`config.mk`:
```
export PLATFORM = sky130hd
export DESIGN_NAME = regfile_wb_scheduler_flat
export DESIGN_NICKNAME = d
export VERILOG_FILES = /design/src/rtl/regfile_wb_scheduler_if.sv /design/src/rtl/regfile_wb_scheduler.sv /design/src/flat_wrapper.sv
export SDC_FILE = /design/constraint.sdc
export NUM_CORES = 1
export LEC_CHECK = 0
export ABC_AREA = 1
export CAP_MARGIN = 10
export CORE_MARGIN = 1.5
export CORE_UTILIZATION = 43
export DETAILED_ROUTE_END_ITERATION = 10
export PLACE_DENSITY = 0.75
export SYNTH_ARGS = -nofsm -noshare
export SYNTH_HDL_FRONTEND = slang
export SYNTH_SLANG_ARGS = --single-unit
```
`constraint.sdc`:
```
create_clock -name clk -period 1.7 [get_ports clk]
set_clock_uncertainty 0.1 [all_clocks]
set_input_delay 0.34 -clock clk [delete_from_list [all_inputs] [get_ports clk]]
set_output_delay 0.34 -clock clk [all_outputs]
set_load 0.02 [all_outputs]
```
`src/rtl/regfile_wb_scheduler_if.sv`:
```
// regfile_wb_scheduler_if: writeback/LU/decode signal bundle for the writeback scheduler
interface regfile_wb_scheduler_if;
   logic        wb_valid;
   logic [4:0]  wb_rd;
   logic [31:0] wb_data;
   logic        lu_issue;
   logic [4:0]  lu_issue_rd;
   logic        lu_valid;
   logic [4:0]  lu_rd;
   logic [31:0] lu_data;
   logic        lu_ready;
   logic [4:0]  raddr1;
   logic [4:0]  raddr2;
   logic        rs1_used;
   logic        rs2_used;
   logic [4:0]  dec_rd;
   logic        dec_rd_used;
   logic        stall_E;
   logic        reg_wr_E;
   logic [4:0]  waddr;
   logic [31:0] wdata;
   modport master (
      output wb_valid, wb_rd, wb_data, lu_issue, lu_issue_rd, lu_valid, lu_rd, lu_data,
             raddr1, raddr2, rs1_used, rs2_used, dec_rd, dec_rd_used,
      input  lu_ready, stall_E, reg_wr_E, waddr, wdata
   );
   modport slave (
      input  wb_valid, wb_rd, wb_data, lu_issue, lu_issue_rd, lu_valid, lu_rd, lu_data,
             raddr1, raddr2, rs1_used, rs2_used, dec_rd, dec_rd_used,
      output lu_ready, stall_E, reg_wr_E, waddr, wdata
   );
endinterface

```
`src/rtl/regfile_wb_scheduler.sv`:
```
// regfile_wb_scheduler: shares the register-file write port between writeback and LU, tracks LU hazards
module regfile_wb_scheduler (
   input logic clk,
   input logic rst,
   regfile_wb_scheduler_if.slave bus
);
   logic [31:0] busy;
   logic [31:0] set_mask;
   logic [31:0] clr_mask;
   logic [1:0]  starve_cnt;
   logic        wb_take;
   logic        starve_force;
   // write-port arbitration (writeback wins), hazard stall and busy update masks
   always_comb begin
      wb_take = bus.wb_valid && bus.wb_rd != 5'd0;
      bus.lu_ready = bus.lu_valid && !wb_take;
      starve_force = starve_cnt == 2'd3;
      bus.stall_E = (bus.rs1_used && busy[bus.raddr1]) || (bus.rs2_used && busy[bus.raddr2]) ||
                    (bus.dec_rd_used && busy[bus.dec_rd]) || (bus.lu_issue && busy[bus.lu_issue_rd]) ||
                    starve_force;
      set_mask = (bus.lu_issue && !bus.stall_E) ? 32'd1 << bus.lu_issue_rd : 32'd0;
      clr_mask = bus.lu_ready ? 32'd1 << bus.lu_rd : 32'd0;
   end
   // scoreboard and starvation counter; a set applied after the clear so it wins on the same register
   always_ff @(posedge clk) begin
      if (rst) begin
         busy <= 32'd0;
         starve_cnt <= 2'd0;
      end else begin
         busy <= ((busy & ~clr_mask) | set_mask) & ~32'd1;
         starve_cnt <= (bus.lu_valid && !bus.lu_ready) ? (starve_force ? 2'd3 : starve_cnt + 2'd1) : 2'd0;
      end
   end
   // registered write port; LU results for x0 are accepted but produce no write
   always_ff @(posedge clk) begin
      if (rst) begin
         bus.reg_wr_E <= 1'b0;
         bus.waddr <= 5'd0;
         bus.wdata <= 32'd0;
      end else if (wb_take) begin
         bus.reg_wr_E <= 1'b1;
         bus.waddr <= bus.wb_rd;
         bus.wdata <= bus.wb_data;
      end else if (bus.lu_ready && bus.lu_rd != 5'd0) begin
         bus.reg_wr_E <= 1'b1;
         bus.waddr <= bus.lu_rd;
         bus.wdata <= bus.lu_data;
      end else begin
         bus.reg_wr_E <= 1'b0;
      end
   end
endmodule

```
`src/flat_wrapper.sv`:
```
// flat-port wrapper written by rule: the top's interface ports become plain ports
module regfile_wb_scheduler_flat 
  (clk, rst, bus_wb_valid, bus_wb_rd, bus_wb_data, bus_lu_issue, bus_lu_issue_rd, bus_lu_valid, bus_lu_rd, bus_lu_data, bus_raddr1, bus_raddr2, bus_rs1_used, bus_rs2_used, bus_dec_rd, bus_dec_rd_used, bus_lu_ready, bus_stall_E, bus_reg_wr_E, bus_waddr, bus_wdata);
  regfile_wb_scheduler_if bus_i ();
  input logic clk;
  input logic rst;
  input wire logic [$bits(bus_i.wb_valid)-1:0] bus_wb_valid;
  input wire logic [$bits(bus_i.wb_rd)-1:0] bus_wb_rd;
  input wire logic [$bits(bus_i.wb_data)-1:0] bus_wb_data;
  input wire logic [$bits(bus_i.lu_issue)-1:0] bus_lu_issue;
  input wire logic [$bits(bus_i.lu_issue_rd)-1:0] bus_lu_issue_rd;
  input wire logic [$bits(bus_i.lu_valid)-1:0] bus_lu_valid;
  input wire logic [$bits(bus_i.lu_rd)-1:0] bus_lu_rd;
  input wire logic [$bits(bus_i.lu_data)-1:0] bus_lu_data;
  input wire logic [$bits(bus_i.raddr1)-1:0] bus_raddr1;
  input wire logic [$bits(bus_i.raddr2)-1:0] bus_raddr2;
  input wire logic [$bits(bus_i.rs1_used)-1:0] bus_rs1_used;
  input wire logic [$bits(bus_i.rs2_used)-1:0] bus_rs2_used;
  input wire logic [$bits(bus_i.dec_rd)-1:0] bus_dec_rd;
  input wire logic [$bits(bus_i.dec_rd_used)-1:0] bus_dec_rd_used;
  output wire logic [$bits(bus_i.lu_ready)-1:0] bus_lu_ready;
  output wire logic [$bits(bus_i.stall_E)-1:0] bus_stall_E;
  output wire logic [$bits(bus_i.reg_wr_E)-1:0] bus_reg_wr_E;
  output wire logic [$bits(bus_i.waddr)-1:0] bus_waddr;
  output wire logic [$bits(bus_i.wdata)-1:0] bus_wdata;
  assign bus_i.wb_valid = bus_wb_valid;
  assign bus_i.wb_rd = bus_wb_rd;
  assign bus_i.wb_data = bus_wb_data;
  assign bus_i.lu_issue = bus_lu_issue;
  assign bus_i.lu_issue_rd = bus_lu_issue_rd;
  assign bus_i.lu_valid = bus_lu_valid;
  assign bus_i.lu_rd = bus_lu_rd;
  assign bus_i.lu_data = bus_lu_data;
  assign bus_i.raddr1 = bus_raddr1;
  assign bus_i.raddr2 = bus_raddr2;
  assign bus_i.rs1_used = bus_rs1_used;
  assign bus_i.rs2_used = bus_rs2_used;
  assign bus_i.dec_rd = bus_dec_rd;
  assign bus_i.dec_rd_used = bus_dec_rd_used;
  assign bus_lu_ready = bus_i.lu_ready;
  assign bus_stall_E = bus_i.stall_E;
  assign bus_reg_wr_E = bus_i.reg_wr_E;
  assign bus_waddr = bus_i.waddr;
  assign bus_wdata = bus_i.wdata;
  regfile_wb_scheduler u_core (.clk(clk), .rst(rst), .bus(bus_i));
endmodule
```
* Yosys cells after proc, flatten, opt, wreduce, memory -nomap -nowiden
Index checks and enable logic that the tools add are counted.
W data, S select, Z words.
** Cells by class
- Bitwise operators :: 4
- Reduce and logical (&&, ||, !) cells :: 20
- Order comparisons :: 4
- Shifts and indexed selects :: 2
- Eq/ne operators :: 1
- Muxes and demuxes :: 17
- $add $sub $neg :: 1
** Operators with widths (count)
- $mux W32 :: 4
- $shl A1 B5 Y32 const A :: 2
- $and A32 B32 Y32 :: 1
- $not A32 Y32 :: 1
- $or A32 B32 Y32 :: 1
- $lt A5 B6 Y1 const B :: 4
- $bmux W1 S5 :: 4
- $mux W5 :: 2
- $reduce_bool A5 Y1 :: 2
- $logic_and A1 B1 Y1 :: 9
- $mux W1 :: 6
- $logic_or A1 B1 Y1 :: 4
- $logic_not A1 Y1 :: 3
- $add A2 B1 Y2 const B :: 1
- $eq A2 B2 Y1 const B :: 1
- $mux W2 :: 1
- $reduce_bool A2 Y1 :: 1
- $reduce_or A2 Y1 :: 1
- $not A1 Y1 :: 1
** Storage, ports and cells
- Word-level logic and storage cells :: 55
- Bits of input ports :: 102
- Register bits :: 72

* Logic depth before layout (Yosys ltp)
- Word-level depth :: 11
- Mapped depth :: 14
- Depth with buffers taken out :: 12

* Least setup slack after synthesis
No wires, ideal clock.
- Path kind :: input to output
- Start :: input bus_dec_rd[0]
- End :: output bus_stall_E
- Setup slack :: -0.230 ns
- Data arrival time :: 1.490 ns
- Cell stages on the path :: 13
- Path through :: buf_6 -> inv_8 -> buf_12 -> nand2_1 -> nand3_1 -> nand3_1 -> nand3_1 -> nand3_2 -> nand3_2 -> nand2_4 -> nor2_8 -> buf_8 -> nand2_1
** Between the ends
- Longest elaborated chain between the ends :: 6
** RTL lines
- start, declared :: RTL line flat_wrapper.sv:19 : input wire logic [$bits(bus_i.dec_rd)-1:0] bus_dec_rd;
- $bmux W1 S5 :: RTL line regfile_wb_scheduler.sv:19 : (bus.dec_rd_used && busy[bus.dec_rd]) || (bus.lu_issue && busy[bus.lu_issue_rd]) ||
- $mux W1 (not written as such) :: RTL line regfile_wb_scheduler.sv:19
- $logic_and A1 B1 Y1 :: RTL line regfile_wb_scheduler.sv:19
- $logic_or A1 B1 Y1 :: RTL line regfile_wb_scheduler.sv:18 : bus.stall_E = (bus.rs1_used && busy[bus.raddr1]) || (bus.rs2_used && busy[bus.raddr2]) ||
- $logic_or A1 B1 Y1 (2 in a row) :: RTL line regfile_wb_scheduler.sv:19
- end, declared :: RTL line flat_wrapper.sv:22 : output wire logic [$bits(bus_i.stall_E)-1:0] bus_stall_E;
No other way between the ends. The select of a mux whose other input is x is not followed.

* Worst setup path after layout
- Start :: register u_core.busy[8]
- End :: output bus_stall_E
** Between the ends
- Longest elaborated chain between the ends :: 7
** RTL lines
- start, declared :: RTL line regfile_wb_scheduler.sv:7 : logic [31:0] busy;
- start signal, assigned :: RTL line regfile_wb_scheduler.sv:30 : busy <= ((busy & ~clr_mask) | set_mask) & ~32'd1;
- $bmux W1 S5 :: RTL line regfile_wb_scheduler.sv:18
- $mux W1 (not written as such) :: RTL line regfile_wb_scheduler.sv:18
- $logic_and A1 B1 Y1 :: RTL line regfile_wb_scheduler.sv:18
- $logic_or A1 B1 Y1 (2 in a row) :: RTL line regfile_wb_scheduler.sv:18
- $logic_or A1 B1 Y1 (*) (2 in a row) :: RTL line regfile_wb_scheduler.sv:19
Mark *: on every way between the ends. The rest lies on a longest branch, timed or not. The select of a mux whose other input is x is not followed.

==> results.cfg <==
[run_status]
status = finished, violations left
failed_checks = negative setup slack

[layout]
layout.cells.non_filler = 1114
final_cell_mix = 202 x nand2_1, 91 x nand3_1, 82 x buf_4
fin_area_sq_mm = 0.00766
fin_nets = 1071
fill_cells = 875
final_layout_size_suffix_gt1_share_pct = 26.5
insertedDiodeCount = 0
final_common_cell = nand2_1
area_delta_synth_final_pct = 62.7
post-route-util_pct = 71.3

[global_route]
antenna_found_initial = 0
grt_pass1_wl_microns = 31400
grt_pass1_vias = 6017
grtUsageTotal_pct = 35.2
gr-total-overflow = 0
grt_max_degree = 39

[route]
dr.pass1.iters = 6
ant_nets = 0
wl_microns = 21700
via_per_inst = 5.91
drtIter0Drc = 845
drc = 0
wire_per_inst_microns = 19.5
via_count = 6589

[critical_path]
end_kind = output pin
cp_common_cell = nand3_4
r2r_start = u_core.busy[7]
critical_path_class = flip-flop to output pin
critPathSlowestCell = dfxtp_2
crit_chain = buf_4 > a22oi_2 > nand3_1 > nand3_2 > nand3_4 > nand3_4 > nand2_4 > buf_6
worstPathArrival_ns = 1.74
cp-startpoint = u_core.busy[8]
worstPathRequired_ns = 1.26
reg2reg_to = u_core.busy[21]
start_kind = flip-flop
rrSetupSlack_ns = -0.44
cpPeakStageDelay_ns = 0.35
r2r_cells = 16
worst-path-max-fanout = 2

[yosys]
ys_seq_area_share_pct = 30.2
avgSynthCellArea_sq_um = 6.25
synthesis.nets = 856
yosys-mux-area-fraction_pct = 0
ys.warnings.count = 0
synthCells = 754
synthSimpleGateAreaFrac_pct = 39.5
synth-compound-area-share_pct = 17.8
synthAdderAreaFrac_pct = 0
synthDistinctLibCells = 31
synth.cell_area_sq_mm = 0.00471
ys_ff_latch = 71
synth_xor_area_share_pct = 0
synth_top_family_by_area = simple AND/OR/NAND/NOR gates

[placement]
post-place-ws_ns = -1.20
placed_cell_area_sq_mm = 0.00677
dpl.hpwl_microns = 14100
io_buffers = 141
post-place-cells = 1073
gp_congestion = 1.01

[clocking]
cts.sinks = 71
htreeDepth = 3
holdBufCountCts = 0
cts_tree = built
clockBufferDepth = 2
path_clk_slew_ns = 0.09
clk_latency_ns = 0.36
cts-buffers-inserted = 9
clockRootBuffer = clkbuf_8

[timing]
slew_headroom_pct = 71.8
tightest_slew_ns = 0.424
timing.final.crit_share_pct = 128
holdWs_ns = 0.183
setup_viol = 32
fin_tns_setup_ns = -10.75
max_freq_ghz = 0.458
min_period_ns = 2.18
rsz0062_at_grt = yes
hold_violations = 0
drv_slew = 0
layout_setup_ws_ns = -0.482

[die]
io_pins = 142
rows = 38
initial_utilization_pct = 43.8
dieArea_sq_mm = 0.0116
core_area_sq_mm = 0.0107
die_w_microns = 108
die_y_microns = 108

[min_path]
min_from = bus_wb_rd[0]
hp-class = input pin to flip-flop
hold_end = u_core.bus.waddr[0]
min_path_cells = 3

[power_and_ir_drop]
ir_drop_uv = 495
p_per_area_mw_per_mm2 = 612
leakagePower_nw = 3.45
total_power_mw = 4.69

[run]
drv_cap = 0
[Yosys cell counts, drive strengths merged]
| master | number | area share [%] |
|---|---|---|
| dfxtp | 71 | 30 |
| o21ai | 65 | 6.9 |
| inv | 60 | 5.1 |
| nor2 | 48 | 4.2 |
| a22oi | 7 | 1.1 |
| o211ai | 2 | 0.43 |
| nand2 | 213 | 17 |
| o2111ai | 1 | 0.19 |
| buf | 27 | 5.0 |
| clkinv | 2 | 0.16 |
| nor3 | 7 | 0.74 |
| a21oi | 37 | 3.9 |
| a31oi | 36 | 4.8 |
| clkbuf | 28 | 2.2 |
| nand3 | 111 | 13 |
| nand4 | 32 | 4.3 |
| o31ai | 3 | 0.48 |
| nor4 | 4 | 0.53 |
[timing repair]
item                       in CTS  in global routing
resized for setup             174                 68
pin swaps                      30                 29
buffers inserted                8                  8
gates cloned                   10                  3
setup endpoints to repair     111                 71
[registers in the layout, summed over array words and instances (netlist names)]
signal	count
u_core.bus.wdata	32
u_core.busy	31
u_core.bus.waddr	5
u_core.starve_cnt	2
u_core.bus.reg_wr_E	1
[kinds of logic after synthesis]
logic type | after synthesis
AO/OA/AOI/OAI | 151
buffers and inverters | 117
AND/OR/NAND/NOR | 415
flip-flops | 71
[critical path, delay by kind of cell (launching register included)]
family          cells  cell delay [ns]
simple gates        5             0.51
flops               1             0.35
compound gates      1             0.24
buf+inv             2             0.27
[worst max-delay path by stage]
stage / end / slack [ns] / depth (start not counted)
3_5_place_dp: bus_stall_E / -1.20 / 12
3_3_place_gp: bus_stall_E / -1.17 / 12
5_1_grt: u_core.busy[21] / -0.55 / 16
6_report: bus_stall_E / -0.48 / 8
2_1_floorplan: bus_stall_E / -0.18 / 13
4_1_cts: bus_stall_E / -0.43 / 11
[power by group]
part / leakage, nW / switching, mW / total (mW) / internal [mW]
Clock: 0.0946 / 0.700 / 1.35 / 0.650
Sequential: 0.597 / 0.0431 / 1.78 / 1.74
Combinational: 2.76 / 0.804 / 1.56 / 0.759
[routing by layer]
| metal | GRT usage, % | wire length (microns) |
|---|---|---|
| met1 | 45.3 | 8420 |
| met4 | 17.9 | 1110 |
| met3 | 7.51 | 2160 |
| met2 | 55.2 | 10000 |
| met5 | 0 | 0 |
[final cells by class]
cell class	instances	area, sq um	share of cell area [%]
inverters	62	294	3.84
repair inverters	1	6.26	0.0816
clock inverters	4	28.8	0.376
clock buffers	12	165	2.16
flip-flops and latches	71	1470	19.1
multi-input cells	566	2910	38.0
well taps	140	175	2.29
repair buffers	258	2620	34.2
No activity file was read; power rests on OpenSTA's default activity.
==> RTL edit, RTL diff (same settings) <==
Reset style: asynchronous (`rst`), changed in 2 clocked blocks.
--- a/src/rtl/regfile_wb_scheduler.sv
+++ b/src/rtl/regfile_wb_scheduler.sv
@@ -22,7 +22,7 @@
       clr_mask = bus.lu_ready ? 32'd1 << bus.lu_rd : 32'd0;
    end
    // scoreboard and starvation counter; a set applied after the clear so it wins on the same register
-   always_ff @(posedge clk) begin
+   always_ff @(posedge clk or posedge rst) begin
       if (rst) begin
          busy <= 32'd0;
          starve_cnt <= 2'd0;
@@ -32,7 +32,7 @@
       end
    end
    // registered write port; LU results for x0 are accepted but produce no write
-   always_ff @(posedge clk) begin
+   always_ff @(posedge clk or posedge rst) begin
       if (rst) begin
          bus.reg_wr_E <= 1'b0;
          bus.waddr <= 5'd0;
Formal check against the unedited RTL: differs if rst is asserted again (counterexample within 4 cycles, from zero or initial values and one cycle with rst high); with rst held inactive, the same outputs for 4 cycles.
==> RTL edit against the original RTL <==
The run still ends with setup timing left; area after synthesis up 3.4%; worst setup slack lost 0.062 ns; maximum frequency shrank 2.7%; largest cell class unchanged; total power grew 36%; final area rose by 1.3%; highest routed layer unchanged; global-route usage fell by 2.2 points; sequential cell count unchanged; die area increased by 3.3%; wire length shrank 7.4%; count of clock-buffer cells in the layout shrank 3.
==> RTL edit: results (changes against the original RTL) <==
[placed_design]
portBuffers = 141  ; unchanged
hpwl_mm = 13.48  ; -4.3%
place_area_mm2 = 0.007023  ; +3.8%
pre_cts_ws_ns = -1.205  ; -0.0003500 ns
place.gp.congestion = 1.100  ; +9.2%

[logic_synthesis]
ys_async_sr_fraction_pct = 100.0  ; +100 points
synth_area_leaders = dfrtp_1 36%, nand2_1 18%, nand3_1 11%, nor2_1 5.5%, a31oi_1 4.1%
synth_compound_area_share_pct = 10.61  ; -7.2 points
yosys_warnings = 0  ; unchanged
syn_avg_cell_area_um2 = 6.609  ; +5.8%
netlist_top_cells_count = 240 x nand2_1, 106 x nand3_1, 72 x nor2_1, 71 x dfrtp_1, 50 x inv_1
syn-num-nets = 839  ; -2.0%
synth_top_flop_cell = dfrtp_1
synth.distinct_cells = 31  ; unchanged
ys_seq_area_share_pct = 36.48  ; +6.3 points

[timing]
final-setup-viol-count = 32  ; unchanged
fin_ws_ns = -0.5435  ; -0.06162 ns
fin_tns_setup_ns = -8.117  ; +2.637 ns
hold_ws_ns = 0.2343  ; +0.05105 ns

[setup_path]
max_stage_delay_ns = 0.39  ; +0.04 ns
r2r_start = u_core.busy[27]
cp_slowest_cell = dfrtp_1
crit_arrival_ns = 1.80  ; +0.06 ns
r2r-end = u_core.busy[31]
reg2reg_slack_ns = -0.27  ; +0.17 ns
crit_path_max_fanout = 3  ; +1
worstRegToRegCells = 13  ; -3

[clock_network]
post-cts-setup-buffers = 5  ; -3
clockRootBuffer = clkbuf_16
path_clk_slew_ns = 0.06  ; -0.03 ns
ctsLongestPathBuffers = 2  ; unchanged
cts_resized = 123  ; -29%

[routing]
drt_iter0_markers = 743  ; -12%
vias_per_cell = 5.739  ; -3.0%
vias = 6365  ; -3.4%
wl_met3_mm = 2.325  ; +7.9%
met2_length_mm = 9.603  ; -4.0%
routed_wl_mm = 20.07  ; -7.4%
wl_met1_mm = 7.238  ; -14%

[layout]
diodes = 0  ; unchanged
fin_nets = 1067  ; -0.37%
n_fill_cell = 855  ; -2.3%
area_delta_synth_final_pct = 59.41
drive_gt1_share_pct = 22.19  ; -4.3 points

[outcome]
violations = setup timing
outcome = finished, violations left

[worst_hold_path]
min_to = u_core.bus.waddr[1]
min-delay-path-class = input pin to flop
hold_start = bus_wb_rd[1]

[global_routing]
met2_usage_pct = 53.82  ; -1.4 points
grt_pass1_wl_mm = 30.25  ; -3.8%
grt_pass1_vias = 6093  ; +1.3%
use_met3_pct = 8.773  ; +1.3 points
grt.total_usage_pct = 32.94  ; -2.2 points
grt_start_max_net_pins = 72  ; +85%

[power]
vdd_drop_max_mv = 0.5147  ; +3.9%
p_leak_uw = 0.003812  ; +10%

[RTL edit: cell count changes after synthesis, moves of 25 or more]
| cell | change |
|---|---|
| a21oi_1 | -32 |
| dfrtp_1 | +71 |
| dfxtp_1 | -71 |
| nand2_1 | +29 |
| nor2_1 | +25 |
| o21ai_0 | -29 |
[RTL edit: critical path, delay by kind of cell, from the launching register on]
family,cells,cell delay (ns)
and+or+nand+nor,8,0.72
DFF,1,0.39
AOI/OAI and AO/OA,1,0.08
buffers and inverters,2,0.25
[RTL edit: power by group]
part	internal, µW	leakage [µW]	switching, µW
Clock	973	0.000127	750
Combinational	1100	0.00282	1360
Sequential	1950	0.000869	229
[RTL edit: final cells by class]
class                           count  area share, %
Tap cell                          140          2.256
Clock inverter                      6         0.4995
Sequential cell                    71          22.91
Multi-Input combinational cell    561          35.10
Inverter                           58          3.142
Clock buffer                        9          2.900
Timing Repair Buffer              264          33.19
